--- config.mk ---
export PLATFORM = sky130hd
export DESIGN_NAME = irrigation_sequencer_flat
export DESIGN_NICKNAME = d
export VERILOG_FILES = /design/src/rtl/irrigation_sequencer_pkg.sv /design/src/rtl/irrigation_sequencer_if.sv /design/src/rtl/irrigation_sequencer_bcd_down_counter.sv /design/src/rtl/irrigation_sequencer.sv /design/src/flat_wrapper.sv
export SDC_FILE = /design/constraint.sdc
export NUM_CORES = 1
export LEC_CHECK = 0
export CAP_MARGIN = 20
export CORE_ASPECT_RATIO = 1.5
export CORE_MARGIN = 5
export CORE_UTILIZATION = 45
export CTS_BUF_LIST = sky130_fd_sc_hd__clkbuf_2 sky130_fd_sc_hd__clkbuf_4 sky130_fd_sc_hd__clkbuf_8
export CTS_CLUSTER_DIAMETER = 60
export DETAILED_ROUTE_END_ITERATION = 12
export GPL_ROUTABILITY_DRIVEN = 0
export GPL_TIMING_DRIVEN = 0
export PLACE_DENSITY = 0.75
export SKIP_CTS_REPAIR_TIMING = 1
export SLEW_MARGIN = 25
export SYNTH_ARGS = -nofsm -noshare
export SYNTH_HDL_FRONTEND = slang
export SYNTH_SLANG_ARGS = --single-unit
--- constraint.sdc ---
create_clock -name clk -period 2.95 [get_ports clk]
set_input_delay 0.59 -clock clk [delete_from_list [all_inputs] [get_ports clk]]
set_output_delay 0.59 -clock clk [all_outputs]
set_load 0.02 [all_outputs]
--- src/rtl/irrigation_sequencer_pkg.sv ---
// Shared types and constants for the irrigation phase sequencer.
// Holds the phase codes, the FSM encoding, the BCD widths and the binary-to-BCD helper.
package irrig_pkg;

  localparam logic [1:0] PH_FILL   = 2'b00;
  localparam logic [1:0] PH_DRIP   = 2'b01;
  localparam logic [1:0] PH_SPRINK = 2'b10;
  localparam logic [1:0] PH_CLEAN  = 2'b11;

  typedef enum logic [1:0] {
    ST_IDLE  = 2'b00,
    ST_FILL  = 2'b01,
    ST_IRRIG = 2'b10,
    ST_CLEAN = 2'b11
  } state_t;

  localparam int BCD_UNITS_W = 4;
  localparam int BCD_TENS_W  = 2;
  localparam int LOAD_W      = 6;
  localparam int T_MIN       = 1;
  localparam int T_MAX       = 39;

  typedef struct packed {
    logic [BCD_TENS_W-1:0]  tens;
    logic [BCD_UNITS_W-1:0] units;
  } bcd_t;

  // Values above 39 never reach this; the sequencer rejects them at elaboration.
  function automatic bcd_t bin_to_bcd(input logic [LOAD_W-1:0] v);
    bcd_t r;
    if (v >= 6'd30) begin
      r.tens  = 2'd3;
      r.units = 4'(v - 6'd30);
    end else if (v >= 6'd20) begin
      r.tens  = 2'd2;
      r.units = 4'(v - 6'd20);
    end else if (v >= 6'd10) begin
      r.tens  = 2'd1;
      r.units = 4'(v - 6'd10);
    end else begin
      r.tens  = 2'd0;
      r.units = v[3:0];
    end
    return r;
  endfunction

endpackage

--- src/rtl/irrigation_sequencer_if.sv ---
// Operator/sensor inputs and display/valve outputs of the irrigation sequencer.
interface irrigation_sequencer_if;
  import irrig_pkg::*;

  logic                   tick;
  logic                   start;
  logic                   mode;
  logic                   abort;
  logic                   tank_full;
  logic [1:0]             phase;
  logic                   busy;
  logic                   phase_load;
  logic                   done;
  logic [BCD_UNITS_W-1:0] sec_units;
  logic [BCD_TENS_W-1:0]  sec_tens;

  modport master (
    output tick, start, mode, abort, tank_full,
    input  phase, busy, phase_load, done, sec_units, sec_tens
  );

  modport slave (
    input  tick, start, mode, abort, tank_full,
    output phase, busy, phase_load, done, sec_units, sec_tens
  );

endinterface

--- src/rtl/irrigation_sequencer_bcd_down_counter.sv ---
// Shared two-digit BCD countdown: load wins over decrement, units borrow from tens.
module bcd_down_counter
  import irrig_pkg::*;
(
  input  logic                   clk,
  input  logic                   rst_n,
  input  logic                   load,
  input  logic [LOAD_W-1:0]      load_val,
  input  logic                   dec,
  output logic [BCD_UNITS_W-1:0] units,
  output logic [BCD_TENS_W-1:0]  tens,
  output logic                   is_one
);

  bcd_t count_r;
  bcd_t count_next_s;

  // Next count: fresh load, BCD decrement, or hold.
  always_comb begin
    count_next_s = count_r;
    if (load) begin
      count_next_s = bin_to_bcd(load_val);
    end else if (dec) begin
      if (count_r.units == 4'd0) begin
        count_next_s.units = 4'd9;
        count_next_s.tens  = count_r.tens - 2'd1;
      end else begin
        count_next_s.units = count_r.units - 4'd1;
      end
    end else begin
      count_next_s = count_r;
    end
  end

  // Count register.
  always_ff @(posedge clk or negedge rst_n) begin
    if (!rst_n) begin
      count_r <= '{tens: 2'd0, units: 4'd0};
    end else begin
      count_r <= count_next_s;
    end
  end

  assign units  = count_r.units;
  assign tens   = count_r.tens;
  assign is_one = (count_r.tens == 2'd0) && (count_r.units == 4'd1);

endmodule

--- src/rtl/irrigation_sequencer.sv ---
// Irrigation phase sequencer: FILL -> drip/sprinkler -> CLEAN, one shared BCD countdown.
// Priority within a cycle is abort > tank_full > tick; a phase entry always reloads the count.
module irrigation_sequencer
  import irrig_pkg::*;
#(
  parameter int FILL_T   = 15,
  parameter int DRIP_T   = 39,
  parameter int SPRINK_T = 25,
  parameter int CLEAN_T  = 10
) (
  input  logic                  clk,
  input  logic                  rst_n,
  irrigation_sequencer_if.slave bus
);

  if (FILL_T < T_MIN || FILL_T > T_MAX) begin : g_fill_range
    $error("FILL_T must be within 1..39");
  end
  if (DRIP_T < T_MIN || DRIP_T > T_MAX) begin : g_drip_range
    $error("DRIP_T must be within 1..39");
  end
  if (SPRINK_T < T_MIN || SPRINK_T > T_MAX) begin : g_sprink_range
    $error("SPRINK_T must be within 1..39");
  end
  if (CLEAN_T < T_MIN || CLEAN_T > T_MAX) begin : g_clean_range
    $error("CLEAN_T must be within 1..39");
  end

  localparam logic [LOAD_W-1:0] FILL_V   = LOAD_W'(FILL_T);
  localparam logic [LOAD_W-1:0] DRIP_V   = LOAD_W'(DRIP_T);
  localparam logic [LOAD_W-1:0] SPRINK_V = LOAD_W'(SPRINK_T);
  localparam logic [LOAD_W-1:0] CLEAN_V  = LOAD_W'(CLEAN_T);

  state_t                 state_r;
  state_t                 state_next_s;
  logic                   mode_r;
  logic                   mode_next_s;
  logic                   load_s;
  logic [LOAD_W-1:0]      load_val_s;
  logic [LOAD_W-1:0]      irrig_val_s;
  logic                   dec_s;
  logic                   is_one_s;
  logic                   done_next_s;
  logic [1:0]             phase_next_s;
  logic                   busy_next_s;
  logic                   phase_load_next_s;
  logic [1:0]             phase_r;
  logic                   busy_r;
  logic                   phase_load_r;
  logic                   done_r;
  logic [BCD_UNITS_W-1:0] units_s;
  logic [BCD_TENS_W-1:0]  tens_s;

  assign irrig_val_s = mode_r ? SPRINK_V : DRIP_V;

  // State and latched irrigation mode.
  always_ff @(posedge clk or negedge rst_n) begin
    if (!rst_n) begin
      state_r <= ST_IDLE;
      mode_r  <= 1'b0;
    end else begin
      state_r <= state_next_s;
      mode_r  <= mode_next_s;
    end
  end

  // Next state plus the counter load/decrement commands for this cycle.
  always_comb begin
    state_next_s = state_r;
    mode_next_s  = mode_r;
    load_s       = 1'b0;
    load_val_s   = 6'd0;
    dec_s        = 1'b0;
    done_next_s  = 1'b0;
    case (state_r)
      ST_IDLE: begin
        if (bus.start) begin
          state_next_s = ST_FILL;
          mode_next_s  = bus.mode;
          load_s       = 1'b1;
          load_val_s   = FILL_V;
        end else begin
          state_next_s = ST_IDLE;
        end
      end
      ST_FILL: begin
        if (bus.abort) begin
          state_next_s = ST_CLEAN;
          load_s       = 1'b1;
          load_val_s   = CLEAN_V;
        end else if (bus.tank_full || (bus.tick && is_one_s)) begin
          state_next_s = ST_IRRIG;
          load_s       = 1'b1;
          load_val_s   = irrig_val_s;
        end else if (bus.tick) begin
          dec_s = 1'b1;
        end else begin
          state_next_s = ST_FILL;
        end
      end
      ST_IRRIG: begin
        if (bus.abort || (bus.tick && is_one_s)) begin
          state_next_s = ST_CLEAN;
          load_s       = 1'b1;
          load_val_s   = CLEAN_V;
        end else if (bus.tick) begin
          dec_s = 1'b1;
        end else begin
          state_next_s = ST_IRRIG;
        end
      end
      ST_CLEAN: begin
        if (bus.tick && is_one_s) begin
          state_next_s = ST_IDLE;
          load_s       = 1'b1;
          load_val_s   = 6'd0;
          done_next_s  = 1'b1;
        end else if (bus.tick) begin
          dec_s = 1'b1;
        end else begin
          state_next_s = ST_CLEAN;
        end
      end
      default: begin
        state_next_s = ST_IDLE;
      end
    endcase
  end

  // Output values for the next cycle, derived from where the FSM is heading.
  always_comb begin
    busy_next_s       = (state_next_s != ST_IDLE);
    phase_load_next_s = (state_next_s != state_r) && (state_next_s != ST_IDLE);
    case (state_next_s)
      ST_IDLE:  phase_next_s = PH_FILL;
      ST_FILL:  phase_next_s = PH_FILL;
      ST_IRRIG: phase_next_s = {mode_next_s, ~mode_next_s};
      ST_CLEAN: phase_next_s = PH_CLEAN;
      default:  phase_next_s = PH_FILL;
    endcase
  end

  // Registered outputs.
  always_ff @(posedge clk or negedge rst_n) begin
    if (!rst_n) begin
      phase_r      <= 2'b00;
      busy_r       <= 1'b0;
      phase_load_r <= 1'b0;
      done_r       <= 1'b0;
    end else begin
      phase_r      <= phase_next_s;
      busy_r       <= busy_next_s;
      phase_load_r <= phase_load_next_s;
      done_r       <= done_next_s;
    end
  end

  bcd_down_counter u_count (
    .clk      (clk),
    .rst_n    (rst_n),
    .load     (load_s),
    .load_val (load_val_s),
    .dec      (dec_s),
    .units    (units_s),
    .tens     (tens_s),
    .is_one   (is_one_s)
  );

  assign bus.phase      = phase_r;
  assign bus.busy       = busy_r;
  assign bus.phase_load = phase_load_r;
  assign bus.done       = done_r;
  assign bus.sec_units  = units_s;
  assign bus.sec_tens   = tens_s;

endmodule

--- src/flat_wrapper.sv ---
// flat-port wrapper written by rule: the top's interface ports become plain ports
module irrigation_sequencer_flat import irrig_pkg::*;
#(
  parameter int FILL_T   = 15,
  parameter int DRIP_T   = 39,
  parameter int SPRINK_T = 25,
  parameter int CLEAN_T  = 10
)
  (clk, rst_n, bus_tick, bus_start, bus_mode, bus_abort, bus_tank_full, bus_phase, bus_busy, bus_phase_load, bus_done, bus_sec_units, bus_sec_tens);
  irrigation_sequencer_if bus_i ();
  input  logic clk;
  input  logic rst_n;
  input wire logic [$bits(bus_i.tick)-1:0] bus_tick;
  input wire logic [$bits(bus_i.start)-1:0] bus_start;
  input wire logic [$bits(bus_i.mode)-1:0] bus_mode;
  input wire logic [$bits(bus_i.abort)-1:0] bus_abort;
  input wire logic [$bits(bus_i.tank_full)-1:0] bus_tank_full;
  output wire logic [$bits(bus_i.phase)-1:0] bus_phase;
  output wire logic [$bits(bus_i.busy)-1:0] bus_busy;
  output wire logic [$bits(bus_i.phase_load)-1:0] bus_phase_load;
  output wire logic [$bits(bus_i.done)-1:0] bus_done;
  output wire logic [$bits(bus_i.sec_units)-1:0] bus_sec_units;
  output wire logic [$bits(bus_i.sec_tens)-1:0] bus_sec_tens;
  assign bus_i.tick = bus_tick;
  assign bus_i.start = bus_start;
  assign bus_i.mode = bus_mode;
  assign bus_i.abort = bus_abort;
  assign bus_i.tank_full = bus_tank_full;
  assign bus_phase = bus_i.phase;
  assign bus_busy = bus_i.busy;
  assign bus_phase_load = bus_i.phase_load;
  assign bus_done = bus_i.done;
  assign bus_sec_units = bus_i.sec_units;
  assign bus_sec_tens = bus_i.sec_tens;
  irrigation_sequencer #(.FILL_T(FILL_T), .DRIP_T(DRIP_T), .SPRINK_T(SPRINK_T), .CLEAN_T(CLEAN_T)) u_core (.clk(clk), .rst_n(rst_n), .bus(bus_i));
endmodule
After elaboration in Yosys (flattened, before gate mapping)
Index checks and enable logic that the tools add are counted.
- add/subtract/negate cells: 5
- order comparisons: 3
- eq/ne operators: 8
- multiplexer cells: 38
- bitwise logic cells: 1
- reduce and logical (&&, ||, !) cells: 14
- operator list (operator ; number):
    6-bit two-way mux ; 7
    6-bit case mux with 4 select lines ; 1
    2-bit two-way mux ; 8
    1-bit two-way mux ; 14
    6-bit by 5-bit >= comparator with 1-bit output, second input constant ; 2
    4-bit two-way mux ; 3
    2-bit equality test, second input constant ; 4
    2-bit case mux with 4 select lines ; 1
    4-bit subtractor, second input constant ; 2
    6-bit by 4-bit >= comparator with 1-bit output, second input constant ; 1
    2-bit zero test ; 3
    2-bit case mux with 3 select lines ; 1
    2-bit nonzero test ; 3
    5-bit two-way mux ; 1
    2-bit by 1-bit equality test with 1-bit output, second input constant ; 2
    4-bit by 1-bit equality test with 1-bit output, second input constant ; 1
    4-bit zero test ; 1
    1-bit case mux with 4 select lines ; 1
    4-bit by 1-bit subtractor with 4-bit output, second input constant ; 1
    4-bit by 3-bit subtractor with 4-bit output, second input constant ; 1
    1-bit logical AND ; 3
    1-bit case mux with 3 select lines ; 1
    1-bit logical OR ; 2
    2-bit != test ; 1
    4 further kinds ; 4
- bits in registers: 14
- bits of input ports: 7
- output and inout port bits: 11
- word-level logic and storage cells: 77

Depth between registers and ports, before layout
- depth after elaboration: 12
- depth in mapped cells: 14
- gate-level depth less buffers: 14

By module
Synthesis repeated with hierarchy kept, for this count alone.
- cells, all modules: 134
- area total of the unflattened synthesis: 1234.9 µm²
- modules (own cells, without submodules) (module ; instances ; cells each ; area an instance (µm²)):
    bcd_down_counter ; 1 ; 79 ; 700.7
    irrigation_sequencer ; 1 ; 55 ; 534.3

Worst setup path before layout
Ideal clock, no wire load.
- path kind: reg-to-reg
- start point: register u_core.u_count.count_r, in the netlist u_core.u_count.tens[0]
- end point: register u_core.u_count.count_r, in the netlist u_core.u_count.units[3]
- library setup time: 0.128 ns
- data arrival time: 2.804 ns
- required time: 2.822 ns
- path slack: 0.018 ns
- cell stages (with the launch flop): 15
- period minus slack after synthesis: 2.932 ns
- path through: dfrtp_1 > inv_1 > ha_1 > or4b_4 > o21ai_2 > nand2_1 > o21ai_0 > inv_1 > ha_1 > nand2_1 > nand2_1 > nor2_1 > nor2_1 > a221oi_1 > o22ai_1
- word-level cells in the longest chain between the ends: 12
- elaborated cells between the ends (all ways): 30
- those cells by class: add/sub (3); order compare (3); mux (18); reduce/logical (6)
- ends and longest elaborated chain (element ; RTL line ; text):
    start: declaration ; irrigation_sequencer_bcd_down_counter.sv:15 ; bcd_t count_r;
    start signal: assignment ; irrigation_sequencer_bcd_down_counter.sv:38 ; count_r <= '{tens: 2'd0, units: 4'd0};
    start signal: assignment ; irrigation_sequencer_bcd_down_counter.sv:40 ; count_r <= count_next_s;
    2-bit zero test (*) ; irrigation_sequencer_bcd_down_counter.sv:46 ; assign is_one = (count_r.tens == 2'd0) && (count_r.units == 4'd1);
    1-bit logical AND (*) ; irrigation_sequencer_bcd_down_counter.sv:46 ;
    1-bit logical AND (*) ; irrigation_sequencer.sv:91, irrigation_sequencer.sv:102, irrigation_sequencer.sv:113 ;
    1-bit logical OR ; irrigation_sequencer.sv:91 ; end else if (bus.tank_full || (bus.tick && is_one_s)) begin
    6-bit two-way mux ; irrigation_sequencer.sv:91 ;
    6-bit two-way mux ; irrigation_sequencer.sv:87 ; if (bus.abort) begin
    6-bit case mux with 4 select lines ; irrigation_sequencer.sv:75 ; case (state_r)
    6-bit by 4-bit >= comparator with 1-bit output or 4-bit subtractor (tied branches) ; irrigation_sequencer_pkg.sv:37, irrigation_sequencer_pkg.sv:39 ;
    5-bit two-way mux ; irrigation_sequencer_pkg.sv:37 ; end else if (v >= 6'd10) begin
    6-bit two-way mux ; irrigation_sequencer_pkg.sv:34 ; end else if (v >= 6'd20) begin
    6-bit two-way mux ; irrigation_sequencer_pkg.sv:31 ; if (v >= 6'd30) begin
    6-bit two-way mux ; irrigation_sequencer_bcd_down_counter.sv:21 ; if (load) begin
Mark *: on every way between the ends. The rest lies on a longest branch, timed or not.
A chain may end at the register's enable or synchronous reset.

Final worst setup path
- start point: input port bus_abort
- end point: register u_core.u_count.count_r, in the netlist u_core.u_count.units[2]
- word-level cells in the longest chain between the ends: 8
- elaborated cells between the ends (all ways): 21
- those cells by class: add/sub (3); order compare (3); mux (13); reduce/logical (2)
- ends and longest elaborated chain (element ; RTL line ; text):
    start: declaration ; flat_wrapper.sv:16 ; input wire logic [$bits(bus_i.abort)-1:0] bus_abort;
    1-bit logical OR ; irrigation_sequencer.sv:102 ; if (bus.abort || (bus.tick && is_one_s)) begin
    4-bit two-way mux ; irrigation_sequencer.sv:102 ;
    6-bit case mux with 4 select lines ; irrigation_sequencer.sv:75 ;
    6-bit by 4-bit >= comparator with 1-bit output or 4-bit subtractor (tied branches) ; irrigation_sequencer_pkg.sv:37, irrigation_sequencer_pkg.sv:39 ;
    5-bit two-way mux ; irrigation_sequencer_pkg.sv:37 ;
    6-bit two-way mux ; irrigation_sequencer_pkg.sv:34 ;
    6-bit two-way mux ; irrigation_sequencer_pkg.sv:31 ;
    6-bit two-way mux ; irrigation_sequencer_bcd_down_counter.sv:21 ;
Parallel ways exist; a longest one is shown, timed or not.

==> impl_results.html <==
<table>
<tr><th>Metric</th><th>Value</th></tr>
<tr><th colspan="2">Run status</th></tr>
<tr><td>Outcome</td><td>complete, no violations</td></tr>
<tr><th colspan="2">Synthesis</th></tr>
<tr><td>Seq/Total Area, Yosys</td><td>0.317</td></tr>
<tr><td>Area of the mapped netlist</td><td>1110 sq um</td></tr>
<tr><td>Number of flops mapped to enable cells by yosys</td><td>0</td></tr>
<tr><td>Synthesized netlist net count</td><td>136</td></tr>
<tr><td>Predominant post-synthesis flop cell</td><td>sky130_fd_sc_hd__dfrtp_1</td></tr>
<tr><td>Flop and latch count out of synthesis</td><td>14</td></tr>
<tr><td>Yosys cell types</td><td>48</td></tr>
<tr><td>Synthesized netlist cell count</td><td>122</td></tr>
<tr><td>Ranking of synthesized cells by area</td><td>sky130_fd_sc_hd__dfrtp_1 32%, sky130_fd_sc_hd__ha_1 7.9%, sky130_fd_sc_hd__nand2_1 5.4%</td></tr>
<tr><td>Largest area contributor in the netlist</td><td>sky130_fd_sc_hd__dfrtp_1</td></tr>
<tr><td>Warnings, synthesis</td><td>0</td></tr>
<tr><td>Proportion of register bits with asynchronous set or reset after synthesis</td><td>1.00</td></tr>
<tr><td>Post-Synthesis Mean Instance Area</td><td>9.07 sq um</td></tr>
<tr><td>Area share of the largest cell type after synthesis</td><td>0.317</td></tr>
<tr><th colspan="2">Route</th></tr>
<tr><td>Wire length on met3</td><td>66 microns</td></tr>
<tr><td>Max layer used</td><td>met4</td></tr>
<tr><td>Average wire per cell in the routed design</td><td>15.2 microns</td></tr>
<tr><td>Metal-1 WL</td><td>1.16 mm</td></tr>
<tr><td>DRC marker count from the first detailed-route iteration</td><td>32</td></tr>
<tr><td>Vias after detailed routing</td><td>975</td></tr>
<tr><td>Met2 WL</td><td>1.35 mm</td></tr>
<tr><td>Routed vias/inst</td><td>5.67</td></tr>
<tr><td>Total wirelength of the detailed-routed design</td><td>2.62 mm</td></tr>
<tr><td>Antenna-violating nets left</td><td>0</td></tr>
<tr><td>Pre-Repair DR Iteration Count</td><td>4</td></tr>
<tr><td>Residual DRC</td><td>0</td></tr>
<tr><th colspan="2">Pwr</th></tr>
<tr><td>Clock network power share</td><td>0.129</td></tr>
<tr><td>Sequential share of power</td><td>0.302</td></tr>
<tr><td>Pleak</td><td>0.562 nW</td></tr>
<tr><td>Sw frac</td><td>0.420</td></tr>
<tr><td>Peak supply drop</td><td>0.475 mV</td></tr>
<tr><td>Power per Cell Area</td><td>737 nW/um^2</td></tr>
<tr><td>Switching pwr</td><td>0.441 mW</td></tr>
<tr><td>Cell Int Power</td><td>0.609 mW</td></tr>
<tr><td>Part of the total power dissipated in combinational logic</td><td>0.570</td></tr>
<tr><th colspan="2">Die</th></tr>
<tr><td>Y dimension of the die</td><td>70.7 microns</td></tr>
<tr><td>Die ar.</td><td>3570 sq um</td></tr>
<tr><td>Row count</td><td>22</td></tr>
<tr><td>Die Wd</td><td>50.5 microns</td></tr>
<tr><td>Core ar.</td><td>2390 sq um</td></tr>
<tr><td>Initial standard-cell utilization of the core</td><td>0.462</td></tr>
<tr><td>Top-level I/O count</td><td>18</td></tr>
<tr><th colspan="2">Global routing</th></tr>
<tr><td>Sum of overflow across all layers after global routing</td><td>0</td></tr>
<tr><td>Number of global-route vias before repair</td><td>985</td></tr>
<tr><td>Largest net degree at the start of global routing</td><td>15</td></tr>
<tr><td>Total GRT Usage</td><td>0.145</td></tr>
<tr><td>Wire length of the first global-routing pass</td><td>4.23 mm</td></tr>
<tr><td>Initial antenna violation count</td><td>0</td></tr>
<tr><th colspan="2">Cells and area</th></tr>
<tr><td>Footprint of the flip-flops and latches</td><td>350 sq um</td></tr>
<tr><td>Fill count</td><td>213</td></tr>
<tr><td>Share of final-layout standard cells stronger than drive strength 1</td><td>0.243</td></tr>
<tr><td>Area of the multi-input gates</td><td>751 sq um</td></tr>
<tr><td>Number of inserted diodes</td><td>0</td></tr>
<tr><td>Layout overhead on the synthesized area</td><td>28.8%</td></tr>
<tr><td>Final core utilization</td><td>0.595</td></tr>
<tr><td>Number of nets at the end of the flow</td><td>163</td></tr>
<tr><th colspan="2">Setup path</th></tr>
<tr><td>CP Data Arrival Time</td><td>2.96 ns</td></tr>
<tr><td>Dominant delay contributor by cell family on the critical path</td><td>compound AO/OA/AOI/OAI gates</td></tr>
<tr><td>Crit Reg-Reg Startpoint</td><td>u_core.u_count.tens[0]</td></tr>
<tr><td>Crit-path slowest cell</td><td>sky130_fd_sc_hd__clkdlybuf4s50_1</td></tr>
<tr><td>Startpoint class of the critical path</td><td>primary input</td></tr>
<tr><td>Depth of the most critical reg-to-reg path</td><td>14</td></tr>
<tr><td>Reg-to-reg critical path endpoint</td><td>u_core.u_count.units[3]</td></tr>
<tr><td>Endpoint class of the critical path</td><td>register</td></tr>
<tr><td>Category of the most critical setup path</td><td>in2reg</td></tr>
<tr><td>CP cell instances</td><td>clkdlybuf4s50_1, or2b_2, a22oi_4, o211ai_1, inv_1, ha_1, nand2_1, o221ai_4, mux2i_1, o31a_1</td></tr>
<tr><td>Crit path required time</td><td>3.11 ns</td></tr>
<tr><td>Peak per-stage delay on the critical path</td><td>0.61 ns</td></tr>
<tr><td>Buffer and inverter count on the worst path</td><td>2</td></tr>
<tr><td>Register-to-register path setup slack</td><td>0.16 ns</td></tr>
<tr><td>Critical path peak fanout</td><td>7</td></tr>
<tr><th colspan="2">CTS</th></tr>
<tr><td>Number of buffers on the longest clock path</td><td>2</td></tr>
<tr><td>Number of buffers created by CTS</td><td>3</td></tr>
<tr><td>Master cell of the clock root buffer</td><td>sky130_fd_sc_hd__clkbuf_4</td></tr>
<tr><td>Clock sink count</td><td>14</td></tr>
<tr><td>Total number of H-tree levels</td><td>1</td></tr>
<tr><td>Clock network latency to the later pin of the worst-skew pair</td><td>0.28 ns</td></tr>
<tr><td>Clock tree from TritonCTS</td><td>done</td></tr>
<tr><td>CTS clock-pin slew for the worst setup and hold paths</td><td>0.08 ns</td></tr>
<tr><th colspan="2">STA</th></tr>
<tr><td>Worst relative slew slack</td><td>0.588</td></tr>
<tr><td>Final count of pins violating max slew</td><td>0</td></tr>
<tr><td>Total of endpoints with negative setup slack in the final report</td><td>0</td></tr>
<tr><td>Final period utilization</td><td>0.949</td></tr>
<tr><td>Minimum clock period after layout</td><td>2.80 ns</td></tr>
<tr><td>Final count of hold timing violations</td><td>0</td></tr>
<tr><td>Final setup skew</td><td>0.00502 ns</td></tr>
<tr><td>Slew at the pin with the worst max-slew slack</td><td>0.617 ns</td></tr>
<tr><td>Maximum frequency from static timing analysis</td><td>0.357 GHz</td></tr>
<tr><td>Hold_ws</td><td>0.578 ns</td></tr>
<tr><th colspan="2">Min path</th></tr>
<tr><td>Min-Delay Path Depth</td><td>2</td></tr>
<tr><td>Endpoint of the worst hold path</td><td>u_core.u_count.units[0]</td></tr>
<tr><td>Min-Delay Startpoint</td><td>u_core.u_count.units[0]</td></tr>
<tr><td>Kind of path behind the tightest hold check</td><td>reg2reg</td></tr>
<tr><th colspan="2">Place</th></tr>
<tr><td>Dpl hpwl</td><td>1.94 mm</td></tr>
<tr><td>Count of input and output buffers</td><td>17</td></tr>
<tr><th colspan="2">Run</th></tr>
<tr><td>Max-capacitance violation count</td><td>0</td></tr>
</table>
[placed cells by master, fill, tap and decap left out, types with 2 or more instances in the layout]
cell / netlist / routed
sky130_fd_sc_hd__a211oi_1: 2 / 2
sky130_fd_sc_hd__a21oi_1: 6 / 6
sky130_fd_sc_hd__buf_4: 1 / 6
sky130_fd_sc_hd__clkbuf_4: 0 / 3
sky130_fd_sc_hd__clkdlybuf4s50_1: 0 / 17
sky130_fd_sc_hd__dfrtp_1: 14 / 14
sky130_fd_sc_hd__ha_1: 7 / 7
sky130_fd_sc_hd__inv_1: 8 / 8
sky130_fd_sc_hd__mux2i_1: 2 / 2
sky130_fd_sc_hd__nand2_1: 16 / 15
sky130_fd_sc_hd__nand2b_1: 5 / 5
sky130_fd_sc_hd__nor2_1: 10 / 9
sky130_fd_sc_hd__nor2_4: 1 / 2
sky130_fd_sc_hd__nor3_1: 3 / 3
sky130_fd_sc_hd__o211ai_1: 3 / 3
sky130_fd_sc_hd__o21a_1: 3 / 3
sky130_fd_sc_hd__o21ai_0: 6 / 5
sky130_fd_sc_hd__o21ai_4: 1 / 3
sky130_fd_sc_hd__o22ai_1: 2 / 2
sky130_fd_sc_hd__or2_2: 2 / 2
[tightest hold or removal path: stages, from the launching register on]
cell and delay [ns]:
sky130_fd_sc_hd__dfrtp_1 0.40, sky130_fd_sc_hd__nand2_1 0.06, sky130_fd_sc_hd__nand4_1 0.08
[how the worst max path moves through the flow]
stage	startpoint	endpoint	cells after the start
finish	bus_abort	u_core.u_count.units[2]	10
global route	u_core.u_count.tens[0]	u_core.u_count.units[3]	14
CTS	bus_abort	u_core.u_count.units[3]	12
detailed placement	bus_abort	u_core.u_count.units[3]	12
global placement	bus_abort	u_core.u_count.units[3]	12
floorplan	u_core.u_count.tens[0]	u_core.u_count.units[3]	14
[routing by layer]
| layer | GRT usage | vias to the layer above |
|---|---|---|
| li1 | - | 484 |
| met1 | 0.183 | 459 |
| met3 | 0.0105 | 6 |
| met5 | 0 | - |
| met2 | 0.232 | 26 |
| met4 | 0.0938 | 0 |
[power by group through the flow]
stage          Clock, mW  Sequential [mW]  Combinational [mW]
2_1_floorplan          0            0.374               0.318
3_3_place_gp           0            0.315               0.561
3_5_place_dp           0            0.321               0.565
4_1_cts            0.138            0.316               0.575
5_1_grt            0.150            0.330               0.649
6_report           0.135            0.317               0.598
[synth_stat cells (2+ instances only)]
master / n
sky130_fd_sc_hd__a211oi_1: 2
sky130_fd_sc_hd__dfrtp_1: 14
sky130_fd_sc_hd__mux2i_1: 2
sky130_fd_sc_hd__o211ai_1: 3
sky130_fd_sc_hd__or2_2: 2
sky130_fd_sc_hd__nor2_1: 10
sky130_fd_sc_hd__o21a_1: 3
sky130_fd_sc_hd__a21oi_1: 6
sky130_fd_sc_hd__o21ai_0: 6
sky130_fd_sc_hd__o22ai_1: 2
sky130_fd_sc_hd__nor3_1: 3
sky130_fd_sc_hd__ha_1: 7
sky130_fd_sc_hd__inv_1: 8
sky130_fd_sc_hd__nand2b_1: 5
sky130_fd_sc_hd__nand2_1: 16
[cells by family after synthesis]
logic type                 synth area share
AOI/OAI and AO/OA                     0.279
xor gates and xnor gates             0.0158
adders and majority gates            0.0792
buffers and inverters                0.0452
DFF                                   0.317
muxes                                0.0283
and+or+nand+nor                       0.235
[flip-flops by register name (all words and copies together), names as in the netlist]
name,cells
u_core.u_count.units,4
u_core.bus.phase,2
u_core.state_r,2
u_core.u_count.tens,2
u_core.bus.busy,1
u_core.bus.done,1
u_core.bus.phase_load,1
u_core.mode_r,1
[layout make-up]
class                      count  share of cell area
multi-input combinational     96               0.527
timing repair buffer          22               0.146
inverter                       9              0.0237
tap                           24              0.0211
sequential                    14               0.246
clock buffer                   4              0.0255
buffer                         3              0.0114
[per-stage QoR]
stage,cell area (sq um),power (mW),setup TNS (ns),instances,worst slack (ns)
5_1_grt,1430,1.13,-0.0190,172,-0.0182
3_3_place_gp,1310,0.876,-1.78,163,-0.588
4_1_cts,1340,1.03,-0.619,167,-0.317
6_report,1430,1.05,0,172,0.152
3_5_place_dp,1310,0.886,-1.70,163,-0.582
2_1_floorplan,1110,0.692,0,122,0.0176
(Power assumes the default switching activity.)
